==> src/rtl/gray_seq_gen.sv <==
// Gray-code sequence source: walks a binary counter up/down from a seed and emits
// registered Gray words under valid/ready. Optional adjacency checker: GRAY_SEQ_STEPCHK_EN.
module gray_seq_gen #(
  parameter int WIDTH = 4
) (
  input  logic             clk,
  input  logic             rst_n,
  input  logic             start,
  input  logic             dir,
  input  logic             wrap_en,
  input  logic [WIDTH-1:0] seed,
  input  logic [WIDTH-1:0] len,
  input  logic             abort,
  output logic [WIDTH-1:0] g,
  output logic             g_valid,
  input  logic             g_ready,
  output logic             busy,
  output logic             done,
  output logic             step_err
);

  typedef enum logic [1:0] {S_IDLE, S_EMIT, S_DONE} state_t;

  localparam logic [WIDTH-1:0] ONE = {{(WIDTH-1){1'b0}}, 1'b1};

  state_t           state, state_nxt;
  logic [WIDTH-1:0] bin, bin_nxt;
  logic [WIDTH-1:0] rem, rem_nxt;
  logic             dir_q, dir_nxt;
  logic             wrap_q, wrap_nxt;
  logic             load, accept;

  assign load   = (state == S_IDLE) && start && !abort;
  assign accept = (state == S_EMIT) && g_ready && !abort;

  always_comb begin
    state_nxt = state;
    bin_nxt   = bin;
    rem_nxt   = rem;
    dir_nxt   = dir_q;
    wrap_nxt  = wrap_q;
    if (abort) begin
      state_nxt = S_IDLE;
    end else begin
      case (state)
        S_IDLE: if (start) begin
          state_nxt = S_EMIT;
          bin_nxt   = seed;
          rem_nxt   = len;
          dir_nxt   = dir;
          wrap_nxt  = wrap_en;
        end
        S_EMIT: if (g_ready) begin
          if (!wrap_q && (rem == '0)) begin
            state_nxt = S_DONE;
          end else begin
            bin_nxt = dir_q ? (bin - ONE) : (bin + ONE);
            if (!wrap_q) rem_nxt = rem - ONE;
          end
        end
        S_DONE:  state_nxt = S_IDLE;
        default: state_nxt = S_IDLE;
      endcase
    end
  end

  always_ff @(posedge clk or negedge rst_n) begin
    if (!rst_n) begin
      state  <= S_IDLE;
      bin    <= '0;
      rem    <= '0;
      dir_q  <= 1'b0;
      wrap_q <= 1'b0;
      g      <= '0;
    end else begin
      state  <= state_nxt;
      bin    <= bin_nxt;
      rem    <= rem_nxt;
      dir_q  <= dir_nxt;
      wrap_q <= wrap_nxt;
      // g only moves when the counter does, so it holds under backpressure and in IDLE/DONE
      if (load || accept) g <= bin_nxt ^ (bin_nxt >> 1);
    end
  end

  assign g_valid = (state == S_EMIT);
  assign busy    = (state != S_IDLE);
  assign done    = (state == S_DONE);

`ifdef GRAY_SEQ_STEPCHK_EN
  logic [WIDTH-1:0] prev_g;
  logic [WIDTH-1:0] diff;
  logic             first_q;
  logic             err_q;

  assign diff = g ^ prev_g;

  always_ff @(posedge clk or negedge rst_n) begin
    if (!rst_n) begin
      prev_g  <= '0;
      first_q <= 1'b1;
      err_q   <= 1'b0;
    end else if (load) begin
      first_q <= 1'b1;
      err_q   <= 1'b0;
    end else if (accept) begin
      prev_g  <= g;
      first_q <= 1'b0;
      // exactly one bit set <=> nonzero and clearing the lowest set bit leaves zero
      if (!first_q && ((diff == '0) || ((diff & (diff - ONE)) != '0))) err_q <= 1'b1;
    end
  end

  assign step_err = err_q;
`else
  assign step_err = 1'b0;
`endif

endmodule

==> config.mk <==
export PLATFORM = sky130hd
export DESIGN_NAME = gray_seq_gen
export DESIGN_NICKNAME = d
export VERILOG_FILES = /design/src/rtl/gray_seq_gen.sv
export SDC_FILE = /design/constraint.sdc
export NUM_CORES = 1
export LEC_CHECK = 0
export BUFFER_PORTS_ARGS = -buffer_cell sky130_fd_sc_hd__buf_4
export CAP_MARGIN = 20
export CORE_MARGIN = 3
export CORE_UTILIZATION = 40
export CTS_BUF_LIST = sky130_fd_sc_hd__clkbuf_4 sky130_fd_sc_hd__clkbuf_8
export DETAILED_ROUTE_END_ITERATION = 7
export PLACE_DENSITY = 0.65
export SETUP_SLACK_MARGIN = 0.5
export SYNTH_ARGS = -nofsm -noshare
export SYNTH_HDL_FRONTEND = slang
export SYNTH_SLANG_ARGS = --single-unit
export TNS_END_PERCENT = 5
==> constraint.sdc <==
create_clock -name clk -period 2.4 [get_ports clk]
set_input_delay 0.36 -clock clk [delete_from_list [all_inputs] [get_ports clk]]
set_output_delay 0.36 -clock clk [all_outputs]
set_load 0.03 [all_outputs]
==> out/qor.csv <==
metric,value,unit
Finish-stage setup viols,0,
vias in the first global route,951,
Syn Std Cell Area,1180,um^2
CP endpoint kind,flip-flop,
Initial DRT Pass Iterations,4,
Max Fclk,474,MHz
Netlist cell types,53,
"Hold Vio Cnt, Final",0,
P per Cell Area,835,nW/um^2
P_leak,0.655,nW
worst flop-to-flop path endpoint,g[2],
CTS Buf Count,3,
Final Skew,1.22,ps
final worst slack,289,ps
IR Drop Worst-Case VDD,0.545,mV
Worst setup endpoint,g[2],
Worst EP required,2570,ps
Hold Crit Class,input pin to flip-flop,
post-synthesis average cell area,9.20,um^2
overflow left after global routing,0,
vias per inst,5.68,
clock root cell,clkbuf_4,
# IOs,23,
initial antenna violation count,0,
crit path kind,flip-flop to flip-flop,
"commonest non-fill, non-tap cell in the layout",buf_4,
"Core Util, Final",53.4,%
Top Family by Delay on Critical Path,simple AND/OR/NAND/NOR gates,
GR Util All Layers,15.7,%
register-to-register setup slack,290,ps
die area,3630,um^2
setup TNS,0,ps
Layout area overhead,26.0,%
post-synthesis sequential area ratio,34.0,%
outcome,"complete, no violations",
core area,2780,um^2
R2R Path Start,rem[0],
layout cells sized above 1,41.6,%
Fill cells,267,
Nets,176,
die span in y,60.3,um
predominant post-synthesis flop cell,dfrtp_1,
routability cong.,0.832,
Reg area,403,um^2
Syn Inst Count,128,
Post-synth EDFFs,0,
via count,1050,
Mapped Nets,148,
num rows,19,
initial core utilization,42.3,%
Initial DRC Count,38,
dpl hpwl,1910,um
maximum clock insertion buffer count,2,
TritonCTS clock tree,yes,
CP Depth,7,
Slew Limit Fails,0,
Num Clock Sinks,16,
final worst-path cycle share,87.9,%
ANT nets after route,0,
arrival time at the worst endpoint,2280,ps
CP max FO,7,
pre-CTS WS,151,ps
RSZ-0062 raised after global routing,yes,
Die X,60.3,um
Critical-path top delay cell,or4b_4,
largest net degree at the start of global routing,17,
"Clk Latency, worst-skew pair",280,ps
"Cell Chain, Critical Path",inv_2 > ha_1 > or4b_4 > and2_4 > o311a_4 > nor4bb_1 > a211o_1,
crit path time final,2110,ps
most frequent cells in the layout,"buf_4 (30), dfrtp_1 (14), nand2_1 (9), nor2_1 (8), o21ai_0 (8)",
H-tree levels,1,
Setup crit start kind,flip-flop,
routed len/inst,14.8,um
Reg2Reg Depth,7,
Ys Warns,0,
DR DRC count,0,
IO buf count,21,
clock-pin slew on the worst setup and hold paths,90,ps
global-route wire length before repair,4270,um
Seq cells post-synth,16,
ANT cells,0,
multi-input combinational cell area,758,um^2
crit path launch,rem[0],
Max-cap violations,0,
Async SR Flop Fraction,100,%
Fin Hold WS,298,ps
Slowest Stage Delay on Critical Path,520,ps
Detailed Route WL,2730,um
CP bufs+invs,1,
[worst register-to-register path, stage by stage (launching register included)]
cell and delay, ps:
dfrtp_1 400, inv_2 60, ha_1 140, or4b_4 520, and2_4 180, o311a_4 340, nor4bb_1 130, a211o_1 220
[repair_timing]
action / in CTS / in global routing
setup endpoints to repair: 9 / 8
gates resized for setup: 8 / 11
pin swaps: 1 / 4
setup buffers: 4 / 2
hold buffers: 1 / 0
hold endpoints to repair: 16 / 0
[worst min-delay path by stage]
stage	depth (start not counted)	slack (ps)	start	to
floorplan	0	60	rst_n	bin[0]
global placement	1	240	rst_n	state[1]
detailed placement	1	240	rst_n	state[1]
CTS	2	290	abort	state[1]
global route	2	290	abort	state[1]
finish	2	300	abort	state[1]
[per-layer routing]
layer  vias up  track usage, %  part of all wire (%)
li1        517               -                     -
met2        23            25.2                    49
met1       508            21.0                    45
met4         0            4.75                  0.48
met5         -               0                     0
met3         2            3.46                   5.1
[Yosys cell counts (3+ instances only)]
| master | count | share of area, % |
|---|---|---|
| a211oi_1 | 3 | 1.9 |
| a21oi_1 | 7 | 3.0 |
| buf_2 | 3 | 1.3 |
| dfrtp_1 | 16 | 34 |
| ha_1 | 4 | 4.3 |
| inv_1 | 7 | 2.2 |
| nand2_1 | 9 | 2.9 |
| nor2_1 | 8 | 2.6 |
| nor3_1 | 6 | 2.6 |
| nor3b_1 | 3 | 1.9 |
| o21a_1 | 3 | 1.9 |
| o21ai_0 | 9 | 3.8 |
[state kept, by name, indices dropped and copies added (netlist names)]
signal  count
bin         4
dir_q       1
wrap_q      1
g           4
state       2
rem         4
[per-stage QoR]
step / power (mW) / instances / area [um^2]
after global routing: 1.33 / 185 / 1480
after CTS: 1.18 / 183 / 1420
after detailed placement: 0.972 / 175 / 1320
after global placement: 0.958 / 175 / 1320
final: 1.24 / 185 / 1480
after floorplan: 0.820 / 128 / 1180
[layout make-up]
type | instances | area share [%]
repair buffers | 31 | 15.9
flip-flops and latches | 16 | 27.2
clock buffers | 3 | 1.52
inverters | 7 | 1.77
well taps | 31 | 2.61
multi-input cells | 97 | 51.1
[kinds of logic after synthesis]
kind of cell             Yosys count  share of synthesized area [%]
XOR/XNOR                           2                           1.49
other                              1                          0.319
AND/OR/NAND/NOR                   47                           23.0
multiplexers                       4                           3.61
flip-flops                        16                           34.0
AO/OA/AOI/OAI                     38                           23.0
buffers and inverters             15                           8.71
adder cells (fa/ha/maj)            5                           5.95
[report_power, final]
group / total, mW / switching (mW) / internal [mW]
Sequential: 0.434 / 0.0823 / 0.352
Combinational: 0.667 / 0.347 / 0.320
Clock: 0.138 / 0.0800 / 0.0581
Note: power is estimated with default switching activity, not from simulation.
